File: config.mk
export PLATFORM = sky130hd
export DESIGN_NAME = warbug_input_ctrl
export DESIGN_NICKNAME = d
export VERILOG_FILES = /design/src/rtl/warbug_input_pkg.sv /design/src/rtl/coin_pulser.sv /design/src/rtl/warbug_input_ctrl.sv
export SDC_FILE = /design/constraint.sdc
export NUM_CORES = 1
export LEC_CHECK = 0
export CAP_MARGIN = 30
export CORE_UTILIZATION = 25
export CTS_BUF_LIST = sky130_fd_sc_hd__clkbuf_8
export DETAILED_ROUTE_END_ITERATION = 16
export DONT_BUFFER_PORTS = 1
export SYNTH_ARGS = -nofsm -noshare
export SYNTH_HDL_FRONTEND = slang
export SYNTH_SLANG_ARGS = --single-unit
File: constraint.sdc
create_clock -name clk_sys -period 2.65 [get_ports clk_sys]
set_input_delay 0.265 -clock clk_sys [delete_from_list [all_inputs] [get_ports clk_sys]]
set_output_delay 0.265 -clock clk_sys [all_outputs]
set_load 0.01 [all_outputs]
File: src/rtl/warbug_input_pkg.sv
// Shared constants and types for the Warbug input conditioner.
// Scancodes are 9-bit {extended, code}; KEY_CTRL matches either extension.
package warbug_input_pkg;

    localparam logic [8:0] KEY_UP    = 9'h175;
    localparam logic [8:0] KEY_DOWN  = 9'h172;
    localparam logic [8:0] KEY_LEFT  = 9'h16B;
    localparam logic [8:0] KEY_RIGHT = 9'h174;
    localparam logic [8:0] KEY_SPACE = 9'h029;
    localparam logic [7:0] KEY_CTRL  = 8'h14;
    localparam logic [8:0] KEY_F1    = 9'h005;
    localparam logic [8:0] KEY_F2    = 9'h006;
    localparam logic [8:0] KEY_COIN  = 9'h02E;

    // Bit positions inside the CSJUDLR output words.
    localparam int unsigned BIT_R     = 0;
    localparam int unsigned BIT_L     = 1;
    localparam int unsigned BIT_D     = 2;
    localparam int unsigned BIT_U     = 3;
    localparam int unsigned BIT_FIRE  = 4;
    localparam int unsigned BIT_START = 5;
    localparam int unsigned BIT_COIN  = 6;

    // Bit positions inside the MiSTer joystick words (also used for the key register).
    localparam int unsigned JOY_R      = 0;
    localparam int unsigned JOY_L      = 1;
    localparam int unsigned JOY_D      = 2;
    localparam int unsigned JOY_U      = 3;
    localparam int unsigned JOY_FIRE   = 4;
    localparam int unsigned JOY_START1 = 5;
    localparam int unsigned JOY_START2 = 6;
    localparam int unsigned JOY_COIN   = 7;

    typedef enum logic [1:0] {IDLE, PULSE, GAP} coin_state_t;

endpackage

File: src/rtl/coin_pulser.sv
// Coin request queue plus pulse/gap timer: each queued request becomes one
// COIN_PULSE-cycle pulse followed by at least COIN_GAP low cycles.
module coin_pulser
    import warbug_input_pkg::*;
#(
    parameter int unsigned COIN_PULSE = 600000,
    parameter int unsigned COIN_GAP   = 1200000,
    parameter int unsigned COIN_QMAX  = 3
) (
    input  logic clk_i,
    input  logic rst_ni,
    input  logic req_i,
    output logic pulse_o,
    output logic busy_o
);

    localparam int unsigned TMax = (COIN_PULSE > COIN_GAP) ? COIN_PULSE : COIN_GAP;
    localparam int unsigned TW   = (TMax > 1) ? $clog2(TMax) : 1;
    localparam int unsigned QW   = $clog2(COIN_QMAX + 1);

    coin_state_t   state_q, state_d;
    logic [TW-1:0] timer_q, timer_d;
    logic [QW-1:0] queue_q, queue_d;
    logic          deq;

    always_ff @(posedge clk_i or negedge rst_ni) begin
        if (!rst_ni) begin
            state_q <= IDLE;
            timer_q <= '0;
            queue_q <= '0;
        end else begin
            state_q <= state_d;
            timer_q <= timer_d;
            queue_q <= queue_d;
        end
    end

    always_comb begin
        state_d = state_q;
        timer_d = timer_q;
        deq     = 1'b0;
        unique case (state_q)
            IDLE: begin
                if (queue_q != '0) begin
                    state_d = PULSE;
                    timer_d = TW'(COIN_PULSE - 1);
                    deq     = 1'b1;
                end
            end
            PULSE: begin
                if (timer_q == '0) begin
                    state_d = GAP;
                    timer_d = TW'(COIN_GAP - 1);
                end else begin
                    timer_d = timer_q - TW'(1);
                end
            end
            GAP: begin
                if (timer_q == '0) begin
                    state_d = IDLE;
                end else begin
                    timer_d = timer_q - TW'(1);
                end
            end
            default: state_d = IDLE;
        endcase
    end

    // Simultaneous request and dequeue cancel out.
    always_comb begin
        queue_d = queue_q;
        if (req_i && !deq) begin
            if (queue_q != QW'(COIN_QMAX)) begin
                queue_d = queue_q + QW'(1);
            end
        end else if (!req_i && deq) begin
            queue_d = queue_q - QW'(1);
        end
    end

    assign pulse_o = (state_q == PULSE);
    assign busy_o  = (state_q != IDLE) || (queue_q != '0);

endmodule

File: src/rtl/warbug_input_ctrl.sv
// Input conditioner: PS/2 and joystick decode, merge, optional rotation remap,
// coin pulse generation and the registered CSJUDLR words for the core.
module warbug_input_ctrl
    import warbug_input_pkg::*;
#(
    parameter int unsigned COIN_PULSE = 600000,
    parameter int unsigned COIN_GAP   = 1200000,
    parameter int unsigned COIN_QMAX  = 3
) (
    input  logic        clk_sys,
    input  logic        reset_n,
    input  logic [10:0] ps2_key,
    input  logic [15:0] joystick_0,
    input  logic [15:0] joystick_1,
    input  logic        rotate,
    input  logic        auto_coin,
    output logic [6:0]  p1_csjudlr,
    output logic [6:0]  p2_csjudlr,
    output logic        coin_busy
);

    logic       toggle_q;
    logic [7:0] key_q, key_d;
    logic [7:0] merged;
    logic       coin_prev_q, start1_prev_q, start2_prev_q;
    logic       key_event, key_pressed;
    logic [8:0] key_code;
    logic       coin_req, coin_pulse, pulser_busy;
    logic       up, down, left, right;
    logic [6:0] p1_q, p1_d, p2_q, p2_d;
    logic       busy_q;
    logic       unused_joy_hi;

    assign unused_joy_hi = ^{joystick_0[15:8], joystick_1[15:8]};

    assign key_event   = ps2_key[10] ^ toggle_q;
    assign key_pressed = ps2_key[9];
    assign key_code    = ps2_key[8:0];

    // Key register shares the joystick bit layout so merging is a plain OR.
    always_comb begin
        key_d = key_q;
        if (key_event) begin
            if (key_code == KEY_UP) begin
                key_d[JOY_U] = key_pressed;
            end else if (key_code == KEY_DOWN) begin
                key_d[JOY_D] = key_pressed;
            end else if (key_code == KEY_LEFT) begin
                key_d[JOY_L] = key_pressed;
            end else if (key_code == KEY_RIGHT) begin
                key_d[JOY_R] = key_pressed;
            end else if (key_code == KEY_SPACE || key_code[7:0] == KEY_CTRL) begin
                key_d[JOY_FIRE] = key_pressed;
            end else if (key_code == KEY_F1) begin
                key_d[JOY_START1] = key_pressed;
            end else if (key_code == KEY_F2) begin
                key_d[JOY_START2] = key_pressed;
            end else if (key_code == KEY_COIN) begin
                key_d[JOY_COIN] = key_pressed;
            end
        end
    end

    assign merged = key_q | joystick_0[7:0] | joystick_1[7:0];

    assign coin_req = (merged[JOY_COIN] && !coin_prev_q) ||
                      (auto_coin && ((merged[JOY_START1] && !start1_prev_q) ||
                                     (merged[JOY_START2] && !start2_prev_q)));

    coin_pulser #(
        .COIN_PULSE (COIN_PULSE),
        .COIN_GAP   (COIN_GAP),
        .COIN_QMAX  (COIN_QMAX)
    ) u_coin_pulser (
        .clk_i   (clk_sys),
        .rst_ni  (reset_n),
        .req_i   (coin_req),
        .pulse_o (coin_pulse),
        .busy_o  (pulser_busy)
    );

    // Horizontal cabinet: stick directions rotate a quarter turn.
    always_comb begin
        if (rotate) begin
            up    = merged[JOY_L];
            down  = merged[JOY_R];
            left  = merged[JOY_D];
            right = merged[JOY_U];
        end else begin
            up    = merged[JOY_U];
            down  = merged[JOY_D];
            left  = merged[JOY_L];
            right = merged[JOY_R];
        end
    end

    always_comb begin
        p1_d = '0;
        p1_d[BIT_R]     = right;
        p1_d[BIT_L]     = left;
        p1_d[BIT_D]     = down;
        p1_d[BIT_U]     = up;
        p1_d[BIT_FIRE]  = merged[JOY_FIRE];
        p1_d[BIT_START] = merged[JOY_START1];
        p1_d[BIT_COIN]  = coin_pulse;
        p2_d = p1_d;
        p2_d[BIT_START] = merged[JOY_START2];
        p2_d[BIT_COIN]  = 1'b0;
    end

    always_ff @(posedge clk_sys or negedge reset_n) begin
        if (!reset_n) begin
            toggle_q      <= 1'b0;
            key_q         <= '0;
            coin_prev_q   <= 1'b0;
            start1_prev_q <= 1'b0;
            start2_prev_q <= 1'b0;
            p1_q          <= '0;
            p2_q          <= '0;
            busy_q        <= 1'b0;
        end else begin
            toggle_q      <= ps2_key[10];
            key_q         <= key_d;
            coin_prev_q   <= merged[JOY_COIN];
            start1_prev_q <= merged[JOY_START1];
            start2_prev_q <= merged[JOY_START2];
            p1_q          <= p1_d;
            p2_q          <= p2_d;
            busy_q        <= pulser_busy;
        end
    end

    assign p1_csjudlr = p1_q;
    assign p2_csjudlr = p2_q;
    assign coin_busy  = busy_q;

endmodule

Word-level counts from Yosys, hierarchy flattened
Cells that the tools add are included.
Storage, ports and cells
  latch bits: 0
  output and inout bits: 15
  memory bits (read-only): 0
  bits in writable memories: 0
  input port bits: 47
  bits in registers: 51
  memories kept: 0
  logic and storage cells: 97
Operators by class
  multiply operators: 0
  reductions and logical operators: 32
  shift-type cells: 0
  add/sub/neg operators: 3
  bitwise gates (word level): 10
  equality and inequality tests: 17
  divide/modulo/power cells: 0
  multiplexer cells: 17
  $lt $le $gt $ge: 0
Operators with widths (number)
  two-way mux 21 bit: 3
  case mux 21 bit (3 select lines): 1
  == test 9 bit, second input constant: 4
  zero test 21 bit: 1
  subtractor 21 x 1 -> 21 bit, second input constant: 1
  == test 9 x 3 -> 1 bit, second input constant: 2
  == test 9 x 6 -> 1 bit, second input constant: 2
  bitwise OR 8 bit: 2
  two-way mux 2 bit: 6
  AND reduction 3 bit: 3
  AND reduction 9 bit: 1
  == test 8 x 5 -> 1 bit, second input constant: 1
  AND reduction 8 bit: 1
  inverter 1 bit: 7
  AND reduction 7 bit: 1
  logical AND 1 bit: 6
  two-way mux 1 bit: 6
  inequality test 2 x 1 -> 1 bit, second input constant: 3
  inequality test 2 bit, second input constant: 3
  case mux 2 bit (3 select lines): 1
  AND reduction 6 bit: 1
  nonzero test 2 bit: 3
  zero test 1 bit: 5
  AND reduction 5 bit: 1
  other kinds (10): 14

Depth between registers and ports, before layout
Gate-level depths: netlist of the first run.
  depth after elaboration: 10
  mapped depth: 8
  gate-level depth less buffers: 7

By module
Synthesis of the first run repeated with hierarchy kept, for this count alone.
Unflattened totals
  cell total of the unflattened synthesis: 272
  area, all modules: 2597.5 um^2
Modules (own cells, without submodules)
  coin_pulser: seq. area each 625.6 um^2, cells an instance 192, area each 1675.4 um^2, times used 1
  warbug_input_ctrl: seq. area each 475.5 um^2, cells an instance 80, area each 922.1 um^2, times used 1

Worst setup path after synthesis of the first run
No wires, ideal clock.
  path kind: reg2reg
  start point: register u_coin_pulser.state_q[0]
  end point: register u_coin_pulser.timer_q[19]
  slack: 614 ps
  stages on the path, launching flop included: 8
  data arrival time: 1898 ps
  required time: 2511 ps
  buffers on the path: 0
  period minus slack after synthesis: 2036 ps
  setup time: 139 ps
  cells stage by stage: dfrtp_1 inv_1 ha_1 nor3b_1 nor2_1 o21ai_4 nor2_2 or4_1
On the way
  word-level cells in the longest chain between the ends: 3
  elaborated cells between the ends (all ways): 8
  those cells by class: eq/ne (4); mux (1); reduce/logical (3)
Ends and longest elaborated chain
  start: declaration: line coin_pulser.sv:21  | coin_state_t state_q, state_d;
  start signal: assignment: line coin_pulser.sv:32  | state_q <= state_d;
  == test 2 bit, or another cell as far along: line coin_pulser.sv:42  | unique case (state_q)
  inequality test 2 bit (no line), or another cell as far along
  AND reduction 3 bit (no line)
  end signal: assignment: line coin_pulser.sv:33  | timer_q <= timer_d;
  end: declaration: line coin_pulser.sv:22  | logic [TW-1:0] timer_q, timer_d;
Parallel ways exist; a longest one is shown, timed or not.
A chain may end at the register's enable or synchronous reset.

Worst setup path after layout of the first run
  start point: register u_coin_pulser.timer_q[0]
  end point: register u_coin_pulser.timer_q[19]
On the way
  word-level cells in the longest chain between the ends: 3
  elaborated cells between the ends (all ways): 7
  those cells by class: add/sub (1); eq/ne (1); mux (3); reduce/logical (2)
Ends and longest elaborated chain
  subtractor 21 x 1 -> 21 bit or zero test 21 bit (tied branches)
  two-way mux 21 bit, or another cell as far along: line coin_pulser.sv:59  | if (timer_q == '0) begin
  case mux 21 bit (3 select lines) or AND reduction 3 bit (tied branches)
Parallel ways exist; a longest one is shown, timed or not. The select of a mux whose other input is x is not followed.

==> reports/metrics.csv, run 1 <==
stage,metric,value,unit
sta,fin crit period,2299,ps
synthesis,Mean Syn Cell Area,9.499,um2
synthesis,Synth area leader,dfrtp_1,
power,Clock Power Share,0.225,
clocking,Root Buffer,clkbuf_8,
floorplan,CORE AREA,0.01028,mm2
worst_setup_path,crit path from,u_coin_pulser.timer_q[0]$_DFFE_PN0P_,
clocking,Worst-path clk slew,80,ps
power,Flop pwr share,0.396,
job,MaxCap Viol Count,0,
run_status,status,"complete, no violations",
global_routing,total congestion overflow,0,
power,Leak Pwr,1.198,nW
layout,register area,0.001101,mm2
power,Int Pwr,1.618,mW
power,peak supply drop,0.3197,mV
worst_setup_path,worst endpoint required time,2820,ps
synthesis,post-synth cell types,59,
layout,layout cell share with drive strength beyond 1,0.1439,
synthesis,Compound-Gate Fraction of Synth Area,0.1655,
layout,nets@finish,331,
worst_setup_path,Worst Path Max Fanout,7,
route,Via density,4.952,
synthesis,post-synthesis async set-or-reset flop share,1.000,
route,via count,2050,
placement,DP HPWL,4169,um
sta,RSZ-0062 raised after global routing,false,
power,Switch Pwr,1.040,mW
synthesis,register area share after synthesis,0.4184,
sta,endpoints failing setup,0,
route,Wirelength per Cell,13.76,um
placement,Port Buffers,0,
synthesis,Post-Synth XOR/XNOR Area,0.006657,
power,PwrDens,910.4,mW/mm2
clocking,CTS Buf Count,5,
route,drt pass-1 iters,5,
floorplan,# IOs,62,
worst_setup_path,reg2reg setup slack,350,ps
synthesis,post-synthesis simple-gate area fraction,0.2634,
floorplan,Chip Width,104.6,um
sta,Tcrit/Tclk final,0.8675,
route,Detail Route Antenna Nets,0,
synthesis,Synth top area share,0.4184,
global_routing,initial antenna violation count,0,
clocking,Skew-Pair Late Insertion Delay,300,ps
clocking,clock sinks,44,
route,Iter 0 DRT Violations,142,
route,total routed wirelength,5695,um
floorplan,FP Rows,37,
clocking,deepest clock path buffer count,2,
placement,Placer Congestion,0.7678,
clocking,H-tree depth,2,
synthesis,register bit total from synthesis,44,
sta,Fin Clk Skew,4.862,ps
synthesis,mux contribution to synthesized area,0.05706,
worst_setup_path,worst setup path end,u_coin_pulser.timer_q[19]$_DFFE_PN0P_,
global_routing,Tot GR Track Use,0.1106,
worst_setup_path,crit start category,flop,
sta,final hold vios,0,
sta,Final Max Slew Viols,0,
worst_setup_path,critical path class,flop to flop,
floorplan,Die H,104.6,um
layout,Area Growth Syn to Fin,10.98,%
synthesis,Synth Area in Adders,0.02853,
sta,Fmax achieved,435.0,MHz
sta,post-route setup TNS,0,ps
clocking,CTS tree,built,
synthesis,Post-synth EDFFs,0,
layout,Fillers,1096,
synthesis,most used flip-flop cell after synthesis,dfrtp_1,
route,Post-route DRC,0,
worst_setup_path,CP endpoint kind,flop,
power,Combinational Power Share,0.379,
hold_path,Tightest Hold Check Type,input pin to flop,
global_routing,vias in the first global route,2124,
floorplan,Initial Util,0.2560,
worst_setup_path,RR Startpoint,u_coin_pulser.timer_q[0]$_DFFE_PN0P_,
synthesis,Synth Instances,277,
floorplan,Die Area,0.01094,mm2
synthesis,ranking of synthesized cells by area,"dfrtp_1 42%, o21ai_0 4.6%, nor3_1 3.8%",
layout,multi-input logic area,0.001375,mm2
global_routing,largest net degree at the start of global routing,45,
synthesis,Post-Syn Nets,330,
layout,Ant. Diodes,0,
worst_setup_path,critical path arrival,2470,ps
synthesis,largest family of logic cells by synthesized area,simple AND/OR/NAND/NOR gates,
synthesis,cell area after synthesis,0.002631,mm2
global_routing,global-route wire length before repair,9963,um
power,Sw Share,0.3913,
sta,WHS,61.63,ps
worst_setup_path,r2r worst-path depth,7,
synthesis,Synth Warn #,0,
worst_setup_path,FF-to-FF End,u_coin_pulser.timer_q[19]$_DFFE_PN0P_,
==> sequential cells by signal, indices dropped and copies added, names as in the netlist <==
| signal | cells |
|---|---|
| toggle_q | 1 |
| key_q | 8 |
| coin_prev_q | 1 |
| u_coin_pulser.state_q | 2 |
| u_coin_pulser.queue_q | 2 |
| p2_csjudlr | 1 |
| coin_busy | 1 |
| u_coin_pulser.timer_q | 21 |
| p1_csjudlr | 7 |
==> critical path, cell delays in order, from the launching register on <==
cell and delay, ps:
dfrtp_1 430, inv_1 120, ha_1 180, nor4b_2 350
nand3_1 200, o21ai_2 290, nor3_1 80, or4_1 510
==> cell usage in the layout (no fill, tap or decap), types with 4 or more instances in the layout <==
cell      count
a21oi_1      19
buf_4         6
clkbuf_8      5
dfrtp_1      44
ha_1          6
inv_1        14
mux2_2        8
mux2i_1       6
nand2_1      15
nand3_1       8
nand4_1       5
nor2_1       17
nor2b_1       4
nor3_1       20
nor3b_1       6
nor4_1        6
o21ai_0      24
o22a_1        4
or2_2         4
or3_1         6
==> worst min path at each step <==
stage,startpoint,end,slack (ps),cells after the start
after floorplan,reset_n,coin_busy$_DFF_PN0_,-30,0
after global placement,reset_n,key_q[2]$_DFFE_PN0P_,-30,0
after detailed placement,reset_n,key_q[2]$_DFFE_PN0P_,-30,0
after CTS,rotate,p1_csjudlr[1]$_DFF_PN0_,60,1
after global routing,rotate,p1_csjudlr[1]$_DFF_PN0_,60,1
final,rotate,p1_csjudlr[1]$_DFF_PN0_,60,1
==> through the flow <==
stage                     worst slack [ps]  std cells  cell area [um2]  power [mW]    util
after floorplan                      613.8        277             2631       1.805       -
after global placement               407.8        404             2744       2.025  0.2670
after detailed placement             357.1        404             2744       2.052  0.2670
after CTS                            339.7        414             2920       2.685  0.2841
after global routing                 159.8        414             2920       2.882  0.2841
final                                351.0        414             2920       2.659  0.2841
==> logic make-up (layout without fill, tap and decap cells) <==
family,count (synthesis),count (layout)
other,1,1
and+or+nand+nor,112,112
xor gates and xnor gates,2,2
buffers and inverters,29,30
AOI/OAI and AO/OA,69,69
muxes,14,14
DFF,44,44
adders and majority gates,6,6
==> layout make-up <==
class	instances	area share
multi-input cells	204	0.4709
flip-flops and latches	44	0.3770
well taps	136	0.05827
repair buffers	9	0.03171
clock buffers	5	0.02356
clock inverters	2	0.02057
inverters	14	0.01799
==> cell usage after synthesis (all sizes together), types with 2 or more instances <==
cell,number
dfrtp,44
o21ai,26
nor3,23
a21oi,19
nor2,19
nand2,15
inv,14
buf,11
mux2,8
nand3,8
nor4,8
or3,7
ha,6
mux2i,6
nor3b,6
nand4,5
clkbuf,4
nor2b,4
o22a,4
or2,4
a211o,3
a31oi,2
a41oi,2
and2,2
nand2b,2
nand4b,2
nor4b,2
o21a,2
or4,2
==> metal layers <==
| layer | global-route usage | up-vias | part of all wire |
|---|---|---|---|
| met5 | 0 | - | 0 |
| met4 | 0.02616 | 0 | 0.0097 |
| met3 | 0.02059 | 9 | 0.042 |
| met2 | 0.1887 | 54 | 0.47 |
| met1 | 0.1443 | 975 | 0.48 |
| li1 | - | 1012 | - |
==> power by group through the flow <==
stage / clock (mW) / sequential [mW] / combinational, mW
after CTS: 0.621 / 1.06 / 1.01
after global routing: 0.639 / 1.08 / 1.16
after floorplan: 0 / 0.996 / 0.809
after global placement: 0 / 1.06 / 0.966
final: 0.599 / 1.05 / 1.01
after detailed placement: 0 / 1.07 / 0.983
==> repair_timing <==
action	in CTS	in global routing
hold endpoints to repair	45	0
hold buffers	3	0
resized for setup	0	0
buffers inserted	0	0
(Power assumes the default switching activity.)
==> run 2, diff against run 1 <==
--- a/config.mk
+++ b/config.mk
@@ -6,10 +6,11 @@
 export NUM_CORES = 1
 export LEC_CHECK = 0
 export CAP_MARGIN = 30
-export CORE_UTILIZATION = 25
+export CORE_UTILIZATION = 35
 export CTS_BUF_LIST = sky130_fd_sc_hd__clkbuf_8
 export DETAILED_ROUTE_END_ITERATION = 16
 export DONT_BUFFER_PORTS = 1
+export RECOVER_POWER = 50
 export SYNTH_ARGS = -nofsm -noshare
 export SYNTH_HDL_FRONTEND = slang
 export SYNTH_SLANG_ARGS = --single-unit
==> reports/metrics.csv, run 2 (same netlist as run 1, synthesis figures left out) <==
stage,metric,value,unit
run_status,status,"complete, no violations",
global_routing,largest net degree at the start of global routing,45,
global_routing,M1 GR Usage,0.2055,
clocking,Worst-path clk slew,80,ps
route,Wirelength per Cell,14.88,um
sta,RSZ-0062 raised after global routing,false,
clocking,H-tree depth,2,
worst_setup_path,cells along the critical path,inv_1 > ha_1 > nor4b_2 > nand3_1 > o21ai_2 > nor3_1 > or4_1,
worst_setup_path,FF-to-FF End,u_coin_pulser.timer_q[19]$_DFFE_PN0P_,
clocking,CTS Buf Count,5,
clocking,Root Buffer,clkbuf_8,
hold_path,hold path endpoint,p1_csjudlr[0]$_DFF_PN0_,
sta,Tcrit/Tclk final,0.8629,
hold_path,Tightest Hold Check Type,input pin to flop,
floorplan,Die Area,0.007869,mm2
worst_setup_path,CP max-delay cell,or4_1,
worst_setup_path,r2r worst-path depth,7,
clocking,deepest clock path buffer count,2,
placement,Placer Congestion,0.8176,
floorplan,Initial Util,0.3628,
global_routing,Tot GR Track Use,0.1584,
sta,Fin Clk Skew,1.954,ps
sta,Max-slew headroom,0.2760,
worst_setup_path,RR Startpoint,u_coin_pulser.timer_q[0]$_DFFE_PN0P_,
floorplan,Die H,88.71,um
worst_setup_path,critical path class,flop to flop,
worst_setup_path,crit start category,flop,
floorplan,FP Rows,31,
layout,most frequent cells in the layout,"44 x dfrtp_1, 24 x o21ai_0, 20 x nor3_1",
layout,multi-input logic area,0.001375,mm2
route,drt pass-1 iters,4,
global_routing,initial antenna violation count,0,
layout,max reg flops,21,
clocking,# resized after CTS,0,
layout,Util after Layout,0.3888,
sta,WHS,56.55,ps
sta,fin crit period,2287,ps
sta,post-route setup TNS,0,ps
sta,endpoints failing setup,0,
power,peak supply drop,0.2734,mV
sta,final hold vios,0,
worst_setup_path,critical path arrival,2460,ps
route,Iter 0 DRT Violations,127,
global_routing,met2 Use GR,0.2615,
hold_path,hold depth,1,
route,Post-route DRC,0,
hold_path,hold_sp,rotate,
worst_setup_path,CP endpoint kind,flop,
layout,register area,0.001101,mm2
job,MaxCap Viol Count,0,
route,via count,2059,
global_routing,global-route wire length before repair,9735,um
power,Leak Pwr,1.169,nW
layout,Area Growth Syn to Fin,7.180,%
clocking,hold_buf cts,3,
clocking,CTS tree,built,
layout,"most common cell after layout, fill and taps aside",dfrtp_1,
layout,Biggest register,u_coin_pulser.timer_q,
layout,Ant. Diodes,0,
route,Via density,5.447,
global_routing,vias in the first global route,2009,
sta,Fmax achieved,437.3,MHz
placement,DP HPWL,4071,um
global_routing,total congestion overflow,0,
floorplan,# IOs,62,
sta,Final Max Slew Viols,0,
layout,layout cell share with drive strength beyond 1,0.1470,
global_routing,gr busiest metal,met2,
clocking,Skew-Pair Late Insertion Delay,300,ps
floorplan,CORE AREA,0.007253,mm2
sta,worst slew pin tran,1086,ps
route,Detail Route Antenna Nets,0,
floorplan,Chip Width,88.71,um
layout,Fillers,722,
power,Power Total,2.521,mW
power,PwrDens,893.7,mW/mm2
placement,Port Buffers,0,
worst_setup_path,reg2reg setup slack,360,ps
worst_setup_path,CP max stage delay,510,ps
clocking,Setup Buffers After CTS,0,
clocking,clock sinks,44,
worst_setup_path,worst endpoint required time,2820,ps
worst_setup_path,Worst Path Max Fanout,7,
global_routing,M3 GR Usage,0.03078,
layout,nets@finish,331,
route,total routed wirelength,5625,um
[run 2: cell types whose count changed in the layout (fill, tap and decap cells not counted)]
cell        delta
clkbuf_2       +1
bufinv_16      -2
clkbuf_8       +1
clkinvlp_4     +2
buf_16         -1
[run 2: how the worst max path moves through the flow]
stage | startpoint | to | slack, ps | depth (start not counted)
after floorplan | u_coin_pulser.state_q[0]$_DFFE_PN0P_ | u_coin_pulser.timer_q[19]$_DFFE_PN0P_ | 610 | 7
after global placement | u_coin_pulser.timer_q[0]$_DFFE_PN0P_ | u_coin_pulser.timer_q[19]$_DFFE_PN0P_ | 410 | 7
after detailed placement | u_coin_pulser.timer_q[0]$_DFFE_PN0P_ | u_coin_pulser.timer_q[19]$_DFFE_PN0P_ | 370 | 7
after CTS | u_coin_pulser.timer_q[0]$_DFFE_PN0P_ | u_coin_pulser.timer_q[19]$_DFFE_PN0P_ | 360 | 7
after global routing | u_coin_pulser.timer_q[0]$_DFFE_PN0P_ | u_coin_pulser.timer_q[19]$_DFFE_PN0P_ | 170 | 7
final | u_coin_pulser.timer_q[0]$_DFFE_PN0P_ | u_coin_pulser.timer_q[19]$_DFFE_PN0P_ | 360 | 7
[run 2: through the flow]
stage	cell area, um2	instances	setup WS, ps
2_1_floorplan	2631	277	613.8
3_3_place_gp	2698	367	411.7
3_5_place_dp	2698	367	371.1
4_1_cts	2843	378	362.9
5_1_grt	2820	378	171.9
6_report	2820	378	363.4
[run 2: power breakdown]
part,switching (mW),internal (mW),leakage [nW]
logic,0.604,0.415,0.594
registers,0.222,0.828,0.532
clock network,0.240,0.211,0.0434
[run 2: worst max-delay path, delay by kind of cell (launching register included)]
| kind | cells | cell delay, ps |
|---|---|---|
| AO/OA/AOI/OAI | 1 | 310 |
| buffers and inverters | 1 | 120 |
| AND/OR/NAND/NOR | 4 | 1120 |
| adder cells (fa/ha/maj) | 1 | 180 |
| flip-flops | 1 | 440 |
[run 2: metal layers]
| metal | routed length [um] | part of all wire |
|---|---|---|
| met2 | 2687 | 0.48 |
| met3 | 157 | 0.028 |
| met5 | 0 | 0 |
| met4 | 90 | 0.016 |
| met1 | 2689 | 0.48 |
[run 2: cell type report]
| type | count | share of cell area |
|---|---|---|
| repair buffers | 9 | 0.02484 |
| multi-input cells | 204 | 0.4876 |
| well taps | 99 | 0.04392 |
| clock inverters | 2 | 0.005324 |
| inverters | 14 | 0.01863 |
| clock buffers | 6 | 0.02928 |
| flip-flops and latches | 44 | 0.3904 |
